## config.mk

```make
export PLATFORM = sky130hd
export DESIGN_NAME = uart_rx_frame_receiver_flat
export DESIGN_NICKNAME = d
export VERILOG_FILES = /design/src/rtl/uart_rx_frame_receiver_if.sv /design/src/rtl/uart_rx_frame_receiver.sv /design/src/flat_wrapper.sv
export SDC_FILE = /design/constraint.sdc
export NUM_CORES = 1
export LEC_CHECK = 0
export CAP_MARGIN = 20
export CORE_AREA = 2 2 79 81
export CTS_CLUSTER_SIZE = 14
export DETAILED_ROUTE_END_ITERATION = 16
export DIE_AREA = 0 0 81 83
export PLACE_DENSITY = 0.65
export RECOVER_POWER = 25
export SYNTH_ARGS = -nofsm -noshare
export SYNTH_HDL_FRONTEND = slang
export SYNTH_SLANG_ARGS = --single-unit
```

## constraint.sdc

```tcl
create_clock -name CLK -period 3.2 [get_ports CLK]
set_input_delay 0.64 -clock CLK [delete_from_list [all_inputs] [get_ports CLK]]
set_output_delay 0.64 -clock CLK [all_outputs]
set_load 0.05 [all_outputs]
```

## src/rtl/uart_rx_frame_receiver_if.sv

```systemverilog
// uart_rx_frame_receiver_if: serial line, frame configuration and received-word outputs of the UART receiver
interface uart_rx_frame_receiver_if #(
    parameter int DATA_WIDTH = 8,
    parameter int PRESCALE_W = 6
);
    logic                  RX_IN;
    logic [PRESCALE_W-1:0] Prescale;
    logic                  PAR_EN;
    logic                  PAR_TYP;
    logic [DATA_WIDTH-1:0] P_DATA;
    logic                  Data_Valid;
    logic                  Par_Err;
    logic                  Stp_Err;
    modport master (
        output RX_IN, Prescale, PAR_EN, PAR_TYP,
        input  P_DATA, Data_Valid, Par_Err, Stp_Err
    );
    modport slave (
        input  RX_IN, Prescale, PAR_EN, PAR_TYP,
        output P_DATA, Data_Valid, Par_Err, Stp_Err
    );
endinterface

```

## src/rtl/uart_rx_frame_receiver.sv

```systemverilog
// uart_rx_frame_receiver: oversampled UART receiver with 3-sample majority vote, parity and stop checks
module uart_rx_frame_receiver #(
    parameter int DATA_WIDTH  = 8,
    parameter int PRESCALE_W  = 6,
    parameter int SYNC_STAGES = 2
) (
    input logic CLK,
    input logic RST,
    uart_rx_frame_receiver_if.slave bus
);
    localparam int BW = DATA_WIDTH > 1 ? $clog2(DATA_WIDTH) : 1;
    typedef enum logic [2:0] {IDLE, START, DATA, PARITY, STOP} state_t;
    state_t state_q, state_d;
    logic [SYNC_STAGES-1:0] sync_q;
    logic [PRESCALE_W-1:0] edge_q, edge_d, ps_q, ps_d, half;
    logic [BW-1:0] bit_q, bit_d;
    logic [DATA_WIDTH-1:0] shift_q, shift_d, pdata_q, pdata_d;
    logic [1:0] samp_q, samp_d;
    logic pen_q, pen_d, ptyp_q, ptyp_d, perr_q, perr_d, serr_q, serr_d;
    logic dv_q, dv_d, pe_q, pe_d, se_q, se_d;
    logic rx_s, vote, last, vote_edge;
    assign rx_s      = sync_q[SYNC_STAGES-1];
    assign half      = ps_q >> 1;
    assign last      = edge_q == ps_q - PRESCALE_W'(1);
    assign vote_edge = edge_q == half + PRESCALE_W'(1);
    // the third sample is the live one, so the vote is ready on edge P/2+1
    assign vote      = (samp_q[0] & samp_q[1]) | (samp_q[0] & rx_s) | (samp_q[1] & rx_s);
    assign bus.P_DATA     = pdata_q;
    assign bus.Data_Valid = dv_q;
    assign bus.Par_Err    = pe_q;
    assign bus.Stp_Err    = se_q;
    always_ff @(posedge CLK or posedge RST) begin
        if (RST) begin
            state_q <= IDLE;
            sync_q  <= '1;
            edge_q  <= '0;
            bit_q   <= '0;
            ps_q    <= '0;
            shift_q <= '0;
            pdata_q <= '0;
            samp_q  <= '0;
            pen_q   <= 1'b0;
            ptyp_q  <= 1'b0;
            perr_q  <= 1'b0;
            serr_q  <= 1'b0;
            dv_q    <= 1'b0;
            pe_q    <= 1'b0;
            se_q    <= 1'b0;
        end else begin
            state_q <= state_d;
            sync_q  <= {sync_q[SYNC_STAGES-2:0], bus.RX_IN};
            edge_q  <= edge_d;
            bit_q   <= bit_d;
            ps_q    <= ps_d;
            shift_q <= shift_d;
            pdata_q <= pdata_d;
            samp_q  <= samp_d;
            pen_q   <= pen_d;
            ptyp_q  <= ptyp_d;
            perr_q  <= perr_d;
            serr_q  <= serr_d;
            dv_q    <= dv_d;
            pe_q    <= pe_d;
            se_q    <= se_d;
        end
    end
    always_comb begin
        state_d = state_q;
        edge_d  = state_q == IDLE ? edge_q : (last ? '0 : edge_q + PRESCALE_W'(1));
        bit_d   = bit_q;
        ps_d    = ps_q;
        shift_d = shift_q;
        pdata_d = pdata_q;
        samp_d  = samp_q;
        pen_d   = pen_q;
        ptyp_d  = ptyp_q;
        perr_d  = perr_q;
        serr_d  = serr_q;
        dv_d    = 1'b0;
        pe_d    = 1'b0;
        se_d    = 1'b0;
        if (state_q != IDLE && edge_q == half - PRESCALE_W'(1)) samp_d[0] = rx_s;
        if (state_q != IDLE && edge_q == half) samp_d[1] = rx_s;
        case (state_q)
            IDLE: if (!rx_s) begin
                state_d = START;
                edge_d  = PRESCALE_W'(1);
                ps_d    = bus.Prescale;
                pen_d   = bus.PAR_EN;
                ptyp_d  = bus.PAR_TYP;
                perr_d  = 1'b0;
                serr_d  = 1'b0;
            end
            START: begin
                if (vote_edge && vote) begin
                    state_d = IDLE;
                    edge_d  = '0;
                end else if (last) begin
                    state_d = DATA;
                    bit_d   = '0;
                end
            end
            DATA: begin
                if (vote_edge) shift_d = {vote, shift_q[DATA_WIDTH-1:1]};
                if (last && bit_q == BW'(DATA_WIDTH - 1)) state_d = pen_q ? PARITY : STOP;
                else if (last) bit_d = bit_q + BW'(1);
            end
            PARITY: begin
                if (vote_edge) perr_d = vote != (^shift_q ^ ptyp_q);
                if (last) state_d = STOP;
            end
            STOP: begin
                if (vote_edge) serr_d = !vote;
                if (last) begin
                    state_d = IDLE;
                    pdata_d = shift_q;
                    pe_d    = perr_q;
                    se_d    = serr_q;
                    dv_d    = !perr_q && !serr_q;
                end
            end
            default: state_d = IDLE;
        endcase
    end
endmodule

```

## src/flat_wrapper.sv

```systemverilog
// flat-port wrapper written by rule: the top's interface ports become plain ports
module uart_rx_frame_receiver_flat 
#(
    parameter int DATA_WIDTH  = 8,
    parameter int PRESCALE_W  = 6,
    parameter int SYNC_STAGES = 2
)
  (CLK, RST, bus_RX_IN, bus_Prescale, bus_PAR_EN, bus_PAR_TYP, bus_P_DATA, bus_Data_Valid, bus_Par_Err, bus_Stp_Err);
  uart_rx_frame_receiver_if #(.DATA_WIDTH(DATA_WIDTH), .PRESCALE_W(PRESCALE_W)) bus_i ();
  input logic CLK;
  input logic RST;
  input wire logic [$bits(bus_i.RX_IN)-1:0] bus_RX_IN;
  input wire logic [$bits(bus_i.Prescale)-1:0] bus_Prescale;
  input wire logic [$bits(bus_i.PAR_EN)-1:0] bus_PAR_EN;
  input wire logic [$bits(bus_i.PAR_TYP)-1:0] bus_PAR_TYP;
  output wire logic [$bits(bus_i.P_DATA)-1:0] bus_P_DATA;
  output wire logic [$bits(bus_i.Data_Valid)-1:0] bus_Data_Valid;
  output wire logic [$bits(bus_i.Par_Err)-1:0] bus_Par_Err;
  output wire logic [$bits(bus_i.Stp_Err)-1:0] bus_Stp_Err;
  assign bus_i.RX_IN = bus_RX_IN;
  assign bus_i.Prescale = bus_Prescale;
  assign bus_i.PAR_EN = bus_PAR_EN;
  assign bus_i.PAR_TYP = bus_PAR_TYP;
  assign bus_P_DATA = bus_i.P_DATA;
  assign bus_Data_Valid = bus_i.Data_Valid;
  assign bus_Par_Err = bus_i.Par_Err;
  assign bus_Stp_Err = bus_i.Stp_Err;
  uart_rx_frame_receiver #(.DATA_WIDTH(DATA_WIDTH), .PRESCALE_W(PRESCALE_W), .SYNC_STAGES(SYNC_STAGES)) u_core (.CLK(CLK), .RST(RST), .bus(bus_i));
endmodule
```

==> results of run 1 <==
## report_power, final
part | switching, W | internal, W
sequential | 0.000211 | 0.000688
clock | 0.000197 | 0.000234
combinational | 0.000559 | 0.000462
total | 0.000968 | 0.00138
## flip-flops by register name, summed over array words and instances, names as in the netlist, 2 cells and up
name               cells
u_core.bit_q           3
u_core.bus.P_DATA      8
u_core.edge_q          6
u_core.ps_q            6
u_core.samp_q          2
u_core.shift_q         8
u_core.state_q         3
u_core.sync_q          2
## kinds of logic after synthesis
family                     share of synthesized area (%)
and+or+nand+nor                                     14.4
DFF                                                 43.6
AOI/OAI and AO/OA                                   11.9
xor gates and xnor gates                            9.43
muxes                                               12.3
buffers and inverters                               4.60
adders and majority gates                           3.77
## worst paths after layout
kind                       depth (start not counted)  slack [ps]             start           endpoint
setup / recovery                                   9         610    u_core.ps_q[2]  u_core.state_q[2]
hold / removal                                     0         360  u_core.sync_q[0]   u_core.sync_q[1]
setup reg to reg                                   9         610    u_core.ps_q[2]  u_core.state_q[2]
hold reg to reg                                    0         360  u_core.sync_q[0]   u_core.sync_q[1]
max in group asynchronous                          2         940               RST    u_core.bit_q[2]
min in group asynchronous                          2        1280               RST  u_core.shift_q[4]
## critical path, stage by stage (launching register included)
cell       delay, ps
dfrtp_1          480
inv_1            160
ha_1             220
a21boi_1         270
and3_1           210
o2111ai_2        230
a311oi_1         310
o21bai_1         180
nor2_1           120
o32ai_1          290
## final cells by class
| class | count | area, sq um | area share, % |
|---|---|---|---|
| Inverter | 11 | 41.3 | 1.40 |
| Clock inverter | 3 | 46.3 | 1.58 |
| Tap cell | 75 | 93.8 | 3.19 |
| Timing Repair Buffer | 23 | 221 | 7.54 |
| Multi-Input combinational cell | 170 | 1340 | 45.6 |
| Sequential cell | 45 | 1130 | 38.4 |
| Clock buffer | 5 | 68.8 | 2.34 |
## routing by layer
metal / global-route usage [%] / vias up / routed length (microns)
met1: 21.1 / 852 / 2260
met3: 3.37 / 6 / 158
met5: 0 / - / 0
met2: 25.7 / 36 / 2370
li1: - / 861 / -
met4: 5.55 / 0 / 63
## placed cells by master (no fill, tap or decap), types with 2 or more instances in the layout
cell type	Yosys	final
mux2i_1	4	4
dlygate4sd3_1	0	2
and3_1	3	3
nand3_1	5	5
clkdlybuf4s50_1	0	19
mux2_4	8	8
nand2_1	19	19
dfrtp_1	43	43
ha_1	7	7
a31o_1	2	2
a21oi_1	5	5
dfstp_2	2	2
nor4b_1	3	3
inv_1	11	11
xor2_1	12	12
nor3b_1	2	2
clkbuf_8	0	5
xnor2_1	14	14
nor4_1	2	2
nor2_1	13	13
and2_1	3	3
nor3_1	3	3
a211o_1	2	2
nand4_1	2	2
a22o_1	2	2
nand2b_1	4	4
a21o_1	2	2
mux2_2	13	13
o21ai_0	15	15
## through the flow
stage	hold WS (ps)	total power [W]
finish	359	0.00235
global route	367	0.00254
CTS	363	0.00238
detailed placement	349	0.00194
global placement	346	0.00192
floorplan	345	0.00173
==> impl_metrics.csv, run 1 <==
group,metric,value,unit
synth,synth_area_leaders,"dfrtp_1 (42%), mux2_2 (5.7%), xnor2_1 (4.7%)",
clock_tree,cts_root_buf,"clkbuf_8",
final_layout,layoutNonFillerInstCount,332,
die,dieHeight,83,microns
synth,synth_commonest_cells,"dfrtp_1 (43), nand2_1 (19), o21ai_0 (15), xnor2_1 (14)",
synth,ys_ff_latch,45,
synth,synth_fp_nets,255,
final_layout,insertedDiodeCount,0,
synth,yosysSeqAreaShare,43.6,%
timing,setup_tns,0,ps
global_routing,grt_util_all_layers,16.0,%
clock_tree,numCtsBuffers,5,
final_layout,nets,274,
clock_tree,h-tree-depth,2,
synth,synth_cell_type_count,56,
timing,hold_viol_final,0,
clock_tree,post_cts_buffers,0,
synth,synthFlopType,"dfrtp_1",
worst_setup_path,crit_path_start_kind,"flip-flop",
synth,yosysTopAreaCell,"dfrtp_1",
placed_design,place_congestion,0.842,
clock_tree,clock_sinks,45,
timing,fin_crit,2590,ps
global_routing,overflow,0,
synth,netlist.area_leader.share,41.6,%
detailed_routing,ant_nets,0,
detailed_routing,dr.pass1.iters,4,
power,peakVddDrop,0.429,mV
timing,max_freq,386,MHz
placed_design,pre_cts_ws,618,ps
synth,syn_area,2590,sq um
synth,async_reset_ff_share,100,%
outcome,status,"finished with violations",
global_routing,grt_pass1_vias,1797,
die,initial_utilization,44.5,%
clock_tree,insertion_delay,300,ps
timing,skew,11.4,ps
detailed_routing,via_per_inst,5.29,
placed_design,dpl-instance-area,2830,sq um
die,core-area,5820,sq um
worst_setup_path,endpoint_kind,"flip-flop",
placed_design,dp.cells,324,
timing,setup_slack,611,ps
final_layout,post-route-cell-area,2940,sq um
global_routing,antenna_found_initial,0,
worst_setup_path,crit_type,"reg2reg",
clock_tree,cts-hold-fix-buffers,0,
detailed_routing,routed_wl,4.85,mm
synth,yosysMostFrequentCell,"dfrtp_1",
die,num_io_pins,22,
power,p_per_area,800,nW/um^2
synth,synth-edff-count,0,
final_layout,fillers,561,
detailed_routing,drc,0,
timing,drv_slew,46,
final_layout,area_delta_synth_final,13.6,%
final_layout,drive_gt1_share,16.0,%
detailed_routing,first_iter_violations,61,
die,die_x,81,microns
outcome,violations,"capacitance limit, slew limit",
min_path,hold_path.class,"reg2reg",
clock_tree,clkSlewWorstSetupHoldPaths,80,ps
timing,tightest_slew,1650,ps
synth,ys_warn_count,0,
timing,finalSetupViolCount,0,
clock_tree,cts_tree,"built",
worst_setup_path,worstPathMaxFanout,10,
placed_design,place_hpwl,3.52,mm
final_layout,post-route-util,50.5,%
timing,fin_crit_sh,80.9,%
clock_tree,cts_resized,0,
synth,syn_area_per_cell,10.9,sq um
clock_tree,clock_tree.buffer_depth,2,
global_routing,grt_pass1_wl,8.43,mm
worst_setup_path,cp.required,3390,ps
die,rows,28,
global_routing,grt_max_degree,46,
detailed_routing,vias,1755,
detailed_routing,wl_per_cell,14.6,microns
timing,slew_headroom,-10.4,%
power,total_leakage_power,1.28,nW
timing,rsz0062_at_grt,"no",
worst_setup_path,crit_arrival,2780,ps
die,die-area,6720,sq um
synth,syn_inst,237,
placed_design,port-buffer-count,21,
job,maxCapViolCount,1,
(Power assumes the default switching activity.)
==> run 2: changes to the inputs <==
==> constraint.sdc (replaced) <==
create_clock -name CLK -period 2.7 [get_ports CLK]
set_input_delay 0.54 -clock CLK [delete_from_list [all_inputs] [get_ports CLK]]
set_output_delay 0.54 -clock CLK [all_outputs]
set_load 0.05 [all_outputs]
==> run 2 against run 1 <==
Effect of this change:
- the run now ends clean
- critical path type unchanged
- flip-flop and latch count did not move
- global-route usage is 0.19 points higher
- count of clock-buffer cells in the layout stayed put
- via count increased by 1.4%
- sequential power is 18% higher
- setup slack worse by 410 ps
- sequential share of layout area down 0.58 points
- combinational power is 25% higher
- utilization rose by 0.77 points
==> impl_metrics.csv, run 2 (synthesized netlist as in run 1, its figures left out) <==
group,metric,value,unit
outcome,status,"complete, no violations",
power,pwr-share-clk,17.8,%
worst_setup_path,cp.required,2890,ps
worst_setup_path,worstPathCellList,"ha_1 > nor2b_1 > or4b_1 > nand3_2 > and3_4 > nor2b_4 > and2_4 > mux2_4",
power,p_comb_share,45.0,%
placed_design,pre_cts_ws,205,ps
power,peakVddDrop,0.499,mV
timing,finalSetupViolCount,0,
power,power.internal,0.00168,W
power,total_leakage_power,1.30,nW
detailed_routing,ant_nets,0,
min_path,hold_depth,0,
die,rows,28,
min_path,hold_path.class,"reg2reg",
die,num_io_pins,22,
placed_design,place_hpwl,3.46,mm
final_layout,post-route-util,51.3,%
clock_tree,h-tree-depth,2,
clock_tree,cts_tree,"built",
die,dieHeight,83,microns
timing,setup_slack,203,ps
die,core-area,5820,sq um
global_routing,antenna_found_initial,0,
power,p_per_area,955,nW/um^2
timing,slew_headroom,43.5,%
global_routing,grt_pass1_wl,8.55,mm
detailed_routing,dr.pass1.iters,4,
worst_setup_path,reg2reg_depth,8,
global_routing,grt_max_degree,25,
final_layout,area_delta_synth_final,15.4,%
clock_tree,insertion_delay,300,ps
detailed_routing,first_iter_violations,53,
final_layout,nets,277,
die,initial_utilization,44.5,%
worst_setup_path,crit_arrival,2690,ps
final_layout,mostFrequentLayoutCell,"dfrtp_1",
worst_setup_path,endpoint_kind,"flip-flop",
worst_setup_path,crit_cells,8,
clock_tree,cts_root_buf,"clkbuf_8",
timing,drv_slew,0,
placed_design,port-buffer-count,21,
power,sequentialPowerShare,37.2,%
power,p_sw,0.00117,W
detailed_routing,via_per_inst,5.31,
clock_tree,clock_tree.buffer_depth,2,
global_routing,grt_util_all_layers,16.2,%
worst_setup_path,crit_type,"reg2reg",
clock_tree,numCtsBuffers,5,
worst_setup_path,crit_path_start_kind,"flip-flop",
timing,hold_viol_final,0,
clock_tree,clkSlewWorstSetupHoldPaths,90,ps
timing,holdWs,359,ps
worst_setup_path,worstPathMaxFanout,8,
worst_setup_path,path_buf_inv,0,
clock_tree,cts-hold-fix-buffers,0,
detailed_routing,routed_wl,4.81,mm
final_layout,insertedDiodeCount,0,
detailed_routing,drc,0,
die,die-area,6720,sq um
placed_design,place_congestion,0.874,
timing,setup_tns,0,ps
job,maxCapViolCount,0,
timing,tightest_slew,846,ps
timing,max_freq,400,MHz
timing,skew,9.67,ps
global_routing,overflow,0,
final_layout,mostFrequentLayoutCells,"dfrtp_1 (43), nand2_1 (19), clkdlybuf4s50_1 (19)",
clock_tree,clock_sinks,45,
worst_setup_path,crit_family,"simple AND/OR/NAND/NOR gates",
detailed_routing,vias,1779,
power,switching_share,41.0,%
global_routing,grt_pass1_vias,1779,
worst_setup_path,critPathSlowestCell,"or4b_1",
timing,fin_crit,2500,ps
die,die_x,81,microns
final_layout,drive_gt1_share,18.1,%
worst_setup_path,slowest_delay,530,ps
timing,rsz0062_at_grt,"no",
detailed_routing,wl_per_cell,14.4,microns
timing,fin_crit_sh,92.5,%
## run 2: cell types whose count changed in the layout (fill, tap and decap cells not counted), sizes merged
cell / delta
buf: +3
## run 2: layer usage
layer  global-route usage [%]  wire (microns)  vias to the layer above  part of all wire [%]
met5                        0               0                        -                     0
met4                     6.16              76                        0                   1.6
met3                     3.91             162                        6                   3.4
met2                     25.2            2300                       35                    48
met1                     21.5            2270                      865                    47
li1                         -               -                      873                     -
## run 2: worst reg2reg max path, cell delays in order (launching register included)
cell and delay, ps:
dfrtp_1 460, ha_1 250, nor2b_1 140, or4b_1 530
nand3_2 110, and3_4 190, nor2b_4 140, and2_4 240
mux2_4 310
## run 2: path summary, 6_finish.rpt
kind | startpoint | end | slack, ps
hold reg to reg | u_core.sync_q[0] | u_core.sync_q[1] | 360
setup / recovery | u_core.ps_q[1] | u_core.shift_q[3] | 200
min in group asynchronous | RST | u_core.ptyp_q | 840
hold / removal | u_core.sync_q[0] | u_core.sync_q[1] | 360
max in group asynchronous | RST | u_core.state_q[1] | 790
setup reg to reg | u_core.ps_q[1] | u_core.shift_q[3] | 200
## run 2: area by class of cell
type / instances / area (sq um)
Inverter: 11 / 41.3
Timing Repair Buffer: 26 / 245
Clock buffer: 5 / 68.8
Tap cell: 75 / 93.8
Sequential cell: 45 / 1130
Clock inverter: 3 / 46.3
Multi-Input combinational cell: 170 / 1360
Fill cell: 557 / 2830
## run 2: repair_timing
action                                  4_1_cts  5_1_grt
endpoints found under the setup margin        0       12
hold endpoints to repair                      0        0
resized for setup                             0        3
setup buffers                                 0        0
## run 2: per-stage QoR
step / total power (W) / cells / cell area (sq um)
after CTS: 0.00283 / 335 / 2980
after floorplan: 0.00205 / 237 / 2590
after detailed placement: 0.00231 / 327 / 2860
after global routing: 0.00310 / 335 / 2980
final: 0.00285 / 335 / 2980
after global placement: 0.00230 / 327 / 2860
## run 2: power groups by stage
stage               Combinational (W)  Sequential, W  Clock [W]
floorplan                     0.00112       0.000934          0
global placement              0.00123        0.00107          0
detailed placement            0.00124        0.00107          0
CTS                           0.00125        0.00106   0.000529
global route                  0.00145        0.00109   0.000559
finish                        0.00128        0.00106   0.000507
